<file path="config.mk">
export PLATFORM = sky130hd
export DESIGN_NAME = control_rampa_pwm
export DESIGN_NICKNAME = d
export VERILOG_FILES = /design/src/rtl/control_rampa_pwm.sv
export SDC_FILE = /design/constraint.sdc
export NUM_CORES = 1
export LEC_CHECK = 0
export BUFFER_PORTS_ARGS = -buffer_cell sky130_fd_sc_hd__buf_4
export CAP_MARGIN = 20
export CORE_UTILIZATION = 35
export CTS_CLUSTER_DIAMETER = 80
export DETAILED_ROUTE_END_ITERATION = 16
export PLACE_DENSITY = 0.58
export SETUP_SLACK_MARGIN = 0.2
export SLEW_MARGIN = 15
export SYNTH_ARGS = -nofsm -noshare
export SYNTH_HDL_FRONTEND = slang
export SYNTH_SLANG_ARGS = --single-unit
export TNS_END_PERCENT = 100
</file>
<file path="constraint.sdc">
create_clock -name clk -period 6.1 [get_ports clk]
set_clock_uncertainty 0.1 [all_clocks]
set_input_delay 1.525 -clock clk [delete_from_list [all_inputs] [get_ports clk]]
set_output_delay 1.525 -clock clk [all_outputs]
set_load 0.03 [all_outputs]
</file>
<file path="src/rtl/control_rampa_pwm.sv">
`default_nettype none
// ============================================================================
// control_rampa_pwm : soft-start duty slew controller and PWM period counter
// Rev 1.0
// ============================================================================
module control_rampa_pwm #(
  parameter int unsigned ANCHO   = 10,
  parameter int unsigned PERIODO = 1000,
  parameter int unsigned PASO    = 4
) (
  input  logic             clk,
  input  logic             reset,
  input  logic             habilitar,
  input  logic [ANCHO-1:0] cuenta_objetivo,
  output logic [ANCHO-1:0] contador_clk,
  output logic [ANCHO-1:0] cuenta_max,
  output logic             fin_periodo,
  output logic             en_objetivo,
  output logic [1:0]       estado
);

  typedef enum logic [1:0] {
    REPOSO   = 2'b00,
    RAMPA    = 2'b01,
    ESTABLE  = 2'b10,
    DESCARGA = 2'b11
  } estado_t;

  localparam logic [ANCHO-1:0] c_PERIODO  = ANCHO'(PERIODO);
  localparam logic [ANCHO-1:0] c_ULTIMO   = ANCHO'(PERIODO - 1);
  localparam logic [ANCHO-1:0] c_PASO     = ANCHO'(PASO);
  localparam logic [ANCHO:0]   c_PASO_EXT = (ANCHO+1)'(PASO);

  estado_t          r_estado,      w_estado_sig;
  logic [ANCHO-1:0] r_contador,    w_contador_sig;
  logic [ANCHO-1:0] r_cuenta_max,  w_cuenta_max_sig;
  logic [ANCHO-1:0] r_objetivo_lat, w_objetivo_lat_sig;
  logic             r_en_objetivo;

  logic             w_fin;
  logic [ANCHO-1:0] w_objetivo_clamp;
  logic [ANCHO-1:0] w_objetivo;
  logic [ANCHO-1:0] w_destino;
  logic             w_sube;
  logic [ANCHO:0]   w_dif;
  logic [ANCHO-1:0] w_slew;

  assign w_fin            = (r_estado != REPOSO) && (r_contador == c_ULTIMO);
  assign w_objetivo_clamp = (cuenta_objetivo > c_PERIODO) ? c_PERIODO : cuenta_objetivo;
  // The live input is only trusted in the boundary cycle; elsewhere the latch stands in.
  assign w_objetivo       = w_fin ? w_objetivo_clamp : r_objetivo_lat;
  assign w_destino        = habilitar ? w_objetivo : '0;

  assign w_sube = (w_destino > r_cuenta_max);
  assign w_dif  = w_sube ? ({1'b0, w_destino} - {1'b0, r_cuenta_max})
                         : ({1'b0, r_cuenta_max} - {1'b0, w_destino});
  // A full step cannot overshoot here because the remaining distance exceeds PASO.
  assign w_slew = (w_dif <= c_PASO_EXT) ? w_destino
                : (w_sube ? (r_cuenta_max + c_PASO) : (r_cuenta_max - c_PASO));

  always_comb begin
    w_estado_sig       = r_estado;
    w_contador_sig     = r_contador;
    w_cuenta_max_sig   = r_cuenta_max;
    w_objetivo_lat_sig = r_objetivo_lat;

    if (w_fin) begin
      w_objetivo_lat_sig = w_objetivo_clamp;
    end

    case (r_estado)
      REPOSO: begin
        w_contador_sig   = '0;
        w_cuenta_max_sig = '0;
        if (habilitar) begin
          w_estado_sig = RAMPA;
        end
      end
      RAMPA, ESTABLE: begin
        w_contador_sig = w_fin ? '0 : (r_contador + ANCHO'(1));
        if (w_fin) begin
          w_cuenta_max_sig = w_slew;
          if (!habilitar) begin
            w_estado_sig = DESCARGA;
          end else if (w_slew == w_destino) begin
            w_estado_sig = ESTABLE;
          end else begin
            w_estado_sig = RAMPA;
          end
        end
      end
      default: begin
        w_contador_sig = w_fin ? '0 : (r_contador + ANCHO'(1));
        if (w_fin) begin
          w_cuenta_max_sig = w_slew;
          if (habilitar) begin
            w_estado_sig = RAMPA;
          end else if (w_slew == '0) begin
            w_estado_sig = REPOSO;
          end
        end
      end
    endcase
  end

  always_ff @(posedge clk or negedge reset) begin
    if (!reset) begin
      r_estado       <= REPOSO;
      r_contador     <= '0;
      r_cuenta_max   <= '0;
      r_objetivo_lat <= '0;
      r_en_objetivo  <= 1'b0;
    end else begin
      r_estado       <= w_estado_sig;
      r_contador     <= w_contador_sig;
      r_cuenta_max   <= w_cuenta_max_sig;
      r_objetivo_lat <= w_objetivo_lat_sig;
      r_en_objetivo  <= (w_estado_sig == ESTABLE);
    end
  end

  assign contador_clk = r_contador;
  assign cuenta_max   = r_cuenta_max;
  assign fin_periodo  = w_fin;
  assign en_objetivo  = r_en_objetivo;
  assign estado       = r_estado;

endmodule
`default_nettype wire

</file>
==> impl_summary.txt, run 1 <==
----------------------------------------------------
[Setup path]
  Worst Setup End Kind ... flip-flop
  Critical path class ... in -> reg
  Critical-path maximum fanout ... 4
  Maximum cell stage delay along the critical path ... 0.42 ns
  Worst endpoint data arrival time ... between 5 and 6 ns
  Slowest CP cell ... sky130_fd_sc_hd__a311o_1
  Sort of element at the start of the critical path ... input port
  Worst-path cell chain ... buf_6 -> o31a_1 -> o211ai_1 -> and2_4 -> a22o_1 -> nand2_1 -> inv_2 -> ha_4 -> nand2_2 -> o21ai_2 -> a31o_4 -> a31oi_4 -> inv_2 -> fa_2 -> nor2b_2 -> o21ai_2 -> nand2b_1 -> nand2_1 -> a311o_1 -> xnor2_2 -> a2111oi_4 -> a31oi_1 -> or3_1 -> a32oi_1
  Req. time, crit path ... 6.21 ns

[GRT]
  Tot GR Track Use ... 0.195
  Sum of overflow across all layers after global routing ... 0
  Number of antenna violations at the first check in global routing ... 0
  Via count of the first global-routing pass ... 2740
  Global-route wire length before repair ... ~14 mm
  Pin count of the biggest net entering global routing ... 34

[Layout]
  Leading cell type in the layout, fill and taps excluded ... sky130_fd_sc_hd__buf_4
  Final Core Density ... 0.467
  Fin cells ... 526
  Diode count ... 0
  Most frequent cells in the layout ... 56 x sky130_fd_sc_hd__buf_4, 33 x sky130_fd_sc_hd__dfrtp_1, 32 x sky130_fd_sc_hd__nand2_1, 28 x sky130_fd_sc_hd__nor2_1
  Share of cells above drive strength 1 ... 0.268
  # nets final ... 463
  Layout Area Growth over Synthesis ... 27.5%

[Routing]
  Routed wire length per instance ... 16.2 µm
  Vias after detailed routing ... 2852
  Post-detailed-route via-to-cell ratio ... 5.42
  DRC errors left ... 0
  Number of design-rule violations left by the first detailed-router iteration ... 106
  Count of TritonRoute iterations in the first routing pass ... 4
  Total length of routed wires ... 8.53 mm
  Detail Route Antenna Nets ... 0

[Timing]
  RSZ-0062 raised after global routing ... true
  Actual slew at the worst max-slew pin ... 0.441 ns
  Total count of max-transition violations in the final report ... 0
  Crit share post-route ... 0.951
  Max-Slew Margin vs Limit ... 0.706
  Period minus WS final ... 5.80 ns
  Number of hold violations in the final report ... 0
  Post-Route Hold Slack ... 0.372 ns
  Setup_tns ... 0 ns
  Maximum clock frequency ... approximately 0.17 GHz
  Setup-violating endpoint count in the final report ... 0

[Clocking]
  Root buffer cell ... sky130_fd_sc_hd__clkbuf_8
  H-tree depth ... 2
  CTS buffer count ... 5
  CTS tree ... yes
  Worst-Skew Late Latency ... 0.29 ns
  Post-CTS clock slew at the launch and capture registers of the worst setup and hold paths ... 0.07 ns
  Number of buffers inserted by hold repair at cts ... 0
  Deepest clock path buffer count ... 2
  Count of clock tree sinks ... 33

[Logic synthesis]
  Post-synthesis instance area ... 3050 µm²
  Count of warnings emitted by yosys ... 0
  Cells after Synth ... roughly 370
  Proportion of synthesized chip area in sequential cells ... 0.270
  Post-Syn Nets ... between 400 and 500
  EDFF count, synth ... 0
  Main flop type after synthesis ... sky130_fd_sc_hd__dfrtp_1
  Post-Syn Area per Cell ... between 8 and 9 µm²
  Post-synthesis cell type count ... between 50 and 60
  Post-synthesis sequential element count ... 33
  Share of synthesized flip-flops with an asynchronous set or reset ... 1.00

[Power and ir drop]
  Logic pwr share ... 0.066
  Overall power after layout ... 413 µW
  Share of total power in the clock network ... 0.405
  Register share of total power ... 0.530
  Proportion of total power due to net switching ... 0.251
  Lkg Pwr ... around 0.0018 µW
  Pwr dens ... roughly 110 nW/µm²
  Worst vdd rail ir drop ... between 0.09 and 0.1 mV
  Internal power ... 309 µW
  Switching Power ... 104 µW

[Placement]
  Number of input and output port buffers inserted ... 36
  Final weighted congestion of routability-driven global placement ... 0.893
  Placed wire-length estimate after detailed placement ... 6.55 mm
  Inst Count DP ... 514

[Floorplanning]
  Placeable Area ... ~8300 µm²
  Die Outline Area ... 9100 µm²
  Floorplan die width ... 95.4 µm
  I/O pin cnt ... 37
  Die H ... 95.4 µm
  Initial Util ... 0.366
  Number of cell rows ... 33

[Flow run]
  Number of maximum-capacitance constraint violations ... 0

[Worst hold path]
  Hold/Removal Path Class ... reg -> reg

[Status]
  Status ... completed

----------------------------------------------------
## cell usage after synthesis, types with 8 or more instances
| cell type | instances | area share |
|---|---|---|
| sky130_fd_sc_hd__mux2i_1 | 12 | 0.039 |
| sky130_fd_sc_hd__xnor2_1 | 13 | 0.037 |
| sky130_fd_sc_hd__inv_1 | 28 | 0.034 |
| sky130_fd_sc_hd__a21oi_1 | 21 | 0.034 |
| sky130_fd_sc_hd__nand2_1 | 38 | 0.047 |
| sky130_fd_sc_hd__nand3_1 | 9 | 0.015 |
| sky130_fd_sc_hd__xor2_1 | 15 | 0.043 |
| sky130_fd_sc_hd__o21ai_0 | 20 | 0.033 |
| sky130_fd_sc_hd__nor2_1 | 30 | 0.037 |
| sky130_fd_sc_hd__o22ai_1 | 8 | 0.016 |
| sky130_fd_sc_hd__dfrtp_1 | 33 | 0.27 |
| sky130_fd_sc_hd__ha_1 | 29 | 0.12 |
## stage by stage
stage | cell area [µm²] | setup slack (ns)
floorplan | 3090 | 0.230
global placement | 3580 | 0.0584
detailed placement | 3580 | -0.129
CTS | 3670 | 0.287
global route | 3890 | 0.0436
finish | 3890 | 0.297
## registers in the layout, indices dropped and copies added, names as in the netlist
register / flops
en_objetivo: 1
estado: 2
cuenta_max: 10
contador_clk: 10
r_objetivo_lat: 10
## cell families after synthesis
family	Yosys count	share of synthesized area
AOI/OAI and AO/OA	93	0.205
xor gates and xnor gates	28	0.0803
adders and majority gates	30	0.125
buffers and inverters	42	0.0574
DFF	33	0.270
muxes	17	0.0590
and+or+nand+nor	123	0.202
## path summary, 6_finish.rpt
kind | startpoint | endpoint | cells after the start | slack (ns)
min in group asynchronous | reset | contador_clk[5] | 1 | 1.07
worst min register to register | r_objetivo_lat[9] | r_objetivo_lat[9] | 2 | 0.37
worst max register to register | estado[0] | en_objetivo | 23 | 0.41
worst min-delay path | r_objetivo_lat[9] | r_objetivo_lat[9] | 2 | 0.37
max in group asynchronous | reset | r_objetivo_lat[7] | 1 | 4.52
worst max-delay path | cuenta_objetivo[2] | en_objetivo | 24 | 0.30
## area by class of cell
| type | count | area (µm²) |
|---|---|---|
| Inverter | 29 | 111 |
| Clock inverter | 3 | 17.5 |
| Multi-Input combinational cell | 291 | 2270 |
| Sequential cell | 33 | 826 |
| Fill cell | 845 | 4450 |
| Timing Repair Buffer | 60 | 465 |
| Tap cell | 105 | 131 |
| Clock buffer | 5 | 68.8 |
## power groups by stage
| stage | clock network (µW) | registers, µW | logic (µW) |
|---|---|---|---|
| 2_1_floorplan | 0 | 223 | 8.89 |
| 3_3_place_gp | 0 | 223 | 24.7 |
| 3_5_place_dp | 0 | 223 | 24.6 |
| 4_1_cts | 170 | 219 | 24.7 |
| 5_1_grt | 182 | 219 | 30.3 |
| 6_report | 167 | 219 | 27.1 |
## metal layers
layer | global-route usage | vias to the layer above | share of wire
li1 | - | 1407 | -
met5 | 0 | - | 0
met4 | 0.0585 | 0 | 0.017
met3 | 0.0199 | 12 | 0.039
met1 | 0.277 | 1363 | 0.48
met2 | 0.311 | 70 | 0.47
## worst max-delay path, delay by kind of cell
family,cells,cell delay (ns)
AOI/OAI and AO/OA,11,2.31
and+or+nand+nor,7,1.06
adders and majority gates,2,0.59
buffers and inverters,3,0.23
xor gates and xnor gates,1,0.18
## what timing repair did
action,4_1_cts,5_1_grt
setup buffers,0,4
gates resized for setup,1,41
endpoints found under the hold margin,0,0
pin swaps,0,24
endpoints found under the setup margin,2,3
Note: power is estimated with default switching activity, not from simulation.
==> run 2: changes to the inputs <==
Settings changed: ABC_AREA from default to 1, PLACE_DENSITY 0.58 to 0.57.
==> impl_summary.txt, run 2 <==
----------------------------------------------------
[Status]
  Status ... completed

[Routing]
  Vias after detailed routing ... 3376 (+18%)
  Number of design-rule violations left by the first detailed-router iteration ... 149 (+41%)
  Detail Route Antenna Nets ... 0 (unchanged)
  Count of TritonRoute iterations in the first routing pass ... 5 (+1)
  Routed wire length per instance ... 13.4 µm (-17%)
  Post-detailed-route via-to-cell ratio ... 4.93 (-9.1%)
  Total length of routed wires ... 9.18 mm (+7.7%)
  DRC errors left ... 0 (unchanged)

[Logic synthesis]
  Post-Syn Area per Cell ... 6.27 µm² (-25%)
  Yosys top cell area share ... 0.250 (-0.0208)
  Cells after Synth ... 527 (+44%)
  Post-synthesis mux area share ... 0 (-0.0590)
  Proportion of synthesized chip area in sequential cells ... 0.250 (-0.0208)
  Dominant cell by count in the synthesized netlist ... sky130_fd_sc_hd__nand2_1
  Leading post-synthesis cells by instance count ... 168 x sky130_fd_sc_hd__nand2_1, 98 x sky130_fd_sc_hd__inv_1, 46 x sky130_fd_sc_hd__nand3_1, 38 x sky130_fd_sc_hd__nor2_1, 33 x sky130_fd_sc_hd__dfrtp_1
  Post-Syn Nets ... 570 (+39%)
  Area fraction in compound gates after synthesis ... 0.107 (-0.0978)
  Count of warnings emitted by yosys ... 0 (unchanged)
  Area share of fa/ha/maj cells after synthesis ... 0.116 (-0.00963)
  Main flop type after synthesis ... sky130_fd_sc_hd__dfrtp_1
  EDFF count, synth ... 0 (unchanged)
  Combinational family with the most area after synthesis ... simple AND/OR/NAND/NOR gates
  Share of synthesized flip-flops with an asynchronous set or reset ... 1.00 (unchanged)
  Simple-Gate Fraction of Synth Area ... 0.373 (+0.171)
  Post-synthesis cell type count ... 35 (-41%)
  Post-synthesis share of cell area spent on xor and xnor gates ... 0.0265 (-0.0538)
  Yosys top cell by area ... sky130_fd_sc_hd__dfrtp_1
  Cell types occupying the most area after synthesis ... sky130_fd_sc_hd__dfrtp_1 25%, sky130_fd_sc_hd__nand2_1 19%, sky130_fd_sc_hd__inv_1 11%
  Post-synthesis sequential element count ... 33 (unchanged)
  Post-synthesis instance area ... 3310 µm² (+8.3%)

[Worst hold path]
  Hold Path Origin ... r_objetivo_lat[9]
  Hold/Removal Path Class ... reg -> reg
  Worst Hold Depth ... 2 (unchanged)
  Endpoint, Worst Hold ... r_objetivo_lat[9]

[GRT]
  Via count of the first global-routing pass ... 3102 (+13%)
  Tot GR Track Use ... 0.190 (-0.00467)
  Global-route wire length before repair ... 14.8 mm (+8.1%)
  Pin count of the biggest net entering global routing ... 34 (unchanged)
  Number of antenna violations at the first check in global routing ... 0 (unchanged)
  Sum of overflow across all layers after global routing ... 0 (unchanged)

[Setup path]
  Critical path class ... in -> reg
  Slowest CP cell ... sky130_fd_sc_hd__fa_1
  Critical register-to-register path startpoint ... contador_clk[0]
  Critical Path Most Common Cell ... sky130_fd_sc_hd__nand2_1
  Sort of element at the start of the critical path ... input port
  Setup slack on the worst flop-to-flop path ... 0.82 ns (+0.41 ns)
  Worst Setup End Kind ... flip-flop
  Cell family with the largest share of critical-path delay ... simple AND/OR/NAND/NOR gates
  Maximum cell stage delay along the critical path ... 0.42 ns (about the same)
  Critical path buffers and inverters ... 7 (+4)
  Worst endpoint data arrival time ... 5.60 ns (-0.31 ns)
  R2R cell count ... 27 (+17%)
  Endpoint of the worst-slack reg-to-reg timing path ... estado[1]
  Req. time, crit path ... 6.23 ns (+0.02 ns)
  Critical-path maximum fanout ... 6 (+2)

[Layout]
  Fillers ... 1004 (+19%)
  # nets final ... 616 (+33%)
  Leading cell type in the layout, fill and taps excluded ... sky130_fd_sc_hd__nand2_1
  Most frequent cells in the layout ... 167 x sky130_fd_sc_hd__nand2_1, 98 x sky130_fd_sc_hd__inv_1, 46 x sky130_fd_sc_hd__nand3_1, 46 x sky130_fd_sc_hd__buf_4, 38 x sky130_fd_sc_hd__nor2_1
  Final Core Density ... 0.421 (-0.0450)
  Share of cells above drive strength 1 ... 0.129 (-0.139)
  Layout Area Growth over Synthesis ... 17.2%
  Diode count ... 0 (unchanged)

[Timing]
  Crit share post-route ... 0.898 (-0.0536)
  Setup-violating endpoint count in the final report ... 0 (unchanged)
  Max-Slew Margin vs Limit ... 0.543 (-0.164)
  RSZ-0062 raised after global routing ... false
  Number of hold violations in the final report ... 0 (unchanged)
  Period minus WS final ... 5.48 ns (-0.327 ns)
  Total count of max-transition violations in the final report ... 0 (unchanged)
  Setup_tns ... 0 ns (unchanged)
  Actual slew at the worst max-slew pin ... 0.685 ns (+0.244 ns)
  Maximum clock frequency ... 0.183 GHz (+6.0%)

[Floorplanning]
  Die H ... 99.2 µm (+4.0%)
  I/O pin cnt ... 37 (unchanged)
  Placeable Area ... 9200 µm² (+10%)
  Initial Util ... 0.360 (-0.00644)
  Number of cell rows ... 35 (+6.1%)
  Floorplan die width ... 99.2 µm (+4.0%)
  Die Outline Area ... 9840 µm² (+8.1%)

[Clocking]
  Worst-Skew Late Latency ... 0.29 ns (about the same)
  Count of clock tree sinks ... 33 (unchanged)
  Deepest clock path buffer count ... 2 (unchanged)
  Number of buffers inserted by hold repair at cts ... 0 (unchanged)
  Root buffer cell ... sky130_fd_sc_hd__clkbuf_8
  H-tree depth ... 2 (unchanged)
  CTS tree ... yes
  Post-CTS clock slew at the launch and capture registers of the worst setup and hold paths ... 0.07 ns (about the same)
  CTS buffer count ... 5 (unchanged)

[Placement]
  Placed wire-length estimate after detailed placement ... 7.43 mm (+13%)
  Final weighted congestion of routability-driven global placement ... 0.923 (+3.3%)
  Number of input and output port buffers inserted ... 36 (unchanged)

[Power and ir drop]
  Lkg Pwr ... 0.00218 µW (+21%)
  Pwr dens ... 178 nW/µm² (+67%)
  Overall power after layout ... 688 µW (+67%)
  Worst vdd rail ir drop ... 0.174 mV (+82%)

[Flow run]
  Number of maximum-capacitance constraint violations ... 0 (unchanged)

----------------------------------------------------
[run 2: cell count changes in the layout (fill, tap and decap cells not counted), moves of 6 or more]
cell                      delta
sky130_fd_sc_hd__nand2_1   +135
sky130_fd_sc_hd__inv_1      +74
sky130_fd_sc_hd__nand3_1    +37
sky130_fd_sc_hd__mux2i_1    -12
sky130_fd_sc_hd__buf_4      -10
sky130_fd_sc_hd__nor2_1     +10
sky130_fd_sc_hd__xnor2_1     -9
sky130_fd_sc_hd__xor2_1      -8
sky130_fd_sc_hd__o21ai_1     +7
sky130_fd_sc_hd__a21oi_1     +6
sky130_fd_sc_hd__and3_1      -6
[run 2: through the flow]
stage | worst slack, ns | std cells | hold WS (ns) | instance area, µm²
floorplan | 0.933 | 527 | 0.344 | 3310
global placement | 0.237 | 671 | 0.360 | 3700
detailed placement | 0.113 | 671 | 0.361 | 3700
CTS | 0.414 | 679 | 0.381 | 3820
global route | 0.201 | 685 | 0.394 | 3880
finish | 0.624 | 685 | 0.378 | 3880
[run 2: area by class of cell]
cell class | instances | area [µm²] | area share
Multi-Input combinational cell | 388 | 2080 | 0.536
Clock buffer | 7 | 86.3 | 0.0223
Inverter | 99 | 372 | 0.0959
Clock inverter | 1 | 30.0 | 0.00775
Timing Repair Buffer | 46 | 345 | 0.0891
Tap cell | 111 | 139 | 0.0358
Sequential cell | 33 | 826 | 0.213
[run 2: metal layers]
metal	vias to the layer above	GRT usage	share of wire
li1	1760	-	-
met1	1539	0.250	0.48
met2	66	0.333	0.47
met3	11	0.0204	0.028
met4	0	0.0509	0.016
met5	-	0	0
[run 2: worst max path at each step]
stage | from | slack, ns | endpoint | cells past startpoint
after global placement | cuenta_objetivo[1] | 0.24 | en_objetivo | 37
final | cuenta_objetivo[1] | 0.62 | en_objetivo | 37
after CTS | cuenta_objetivo[1] | 0.41 | en_objetivo | 37
after detailed placement | cuenta_objetivo[1] | 0.11 | en_objetivo | 37
after global routing | cuenta_objetivo[1] | 0.20 | en_objetivo | 37
after floorplan | cuenta_objetivo[1] | 0.93 | en_objetivo | 36
[run 2: timing repair]
item	CTS	global route
setup endpoints to repair	0	2
setup buffers	0	5
gates resized for setup	0	6
[run 2: worst min-delay path, stage by stage (launching register included)]
cell,delay [ns]
sky130_fd_sc_hd__dfrtp_1,0.32
sky130_fd_sc_hd__nand2_1,0.05
sky130_fd_sc_hd__nand2_1,0.07
[run 2: logic make-up (layout without fill, tap and decap cells)]
group | count (synthesis) | after routing
compound gates | 63 | 63
xor+xnor | 10 | 10
fa+ha+maj | 30 | 30
buf+inv | 107 | 153
flops | 33 | 33
simple gates | 284 | 285
[run 2: power by group]
| part | switching, µW | internal, µW |
|---|---|---|
| clock network | 84.5 | 133 |
| logic | 150 | 73.1 |
| registers | 15.9 | 232 |
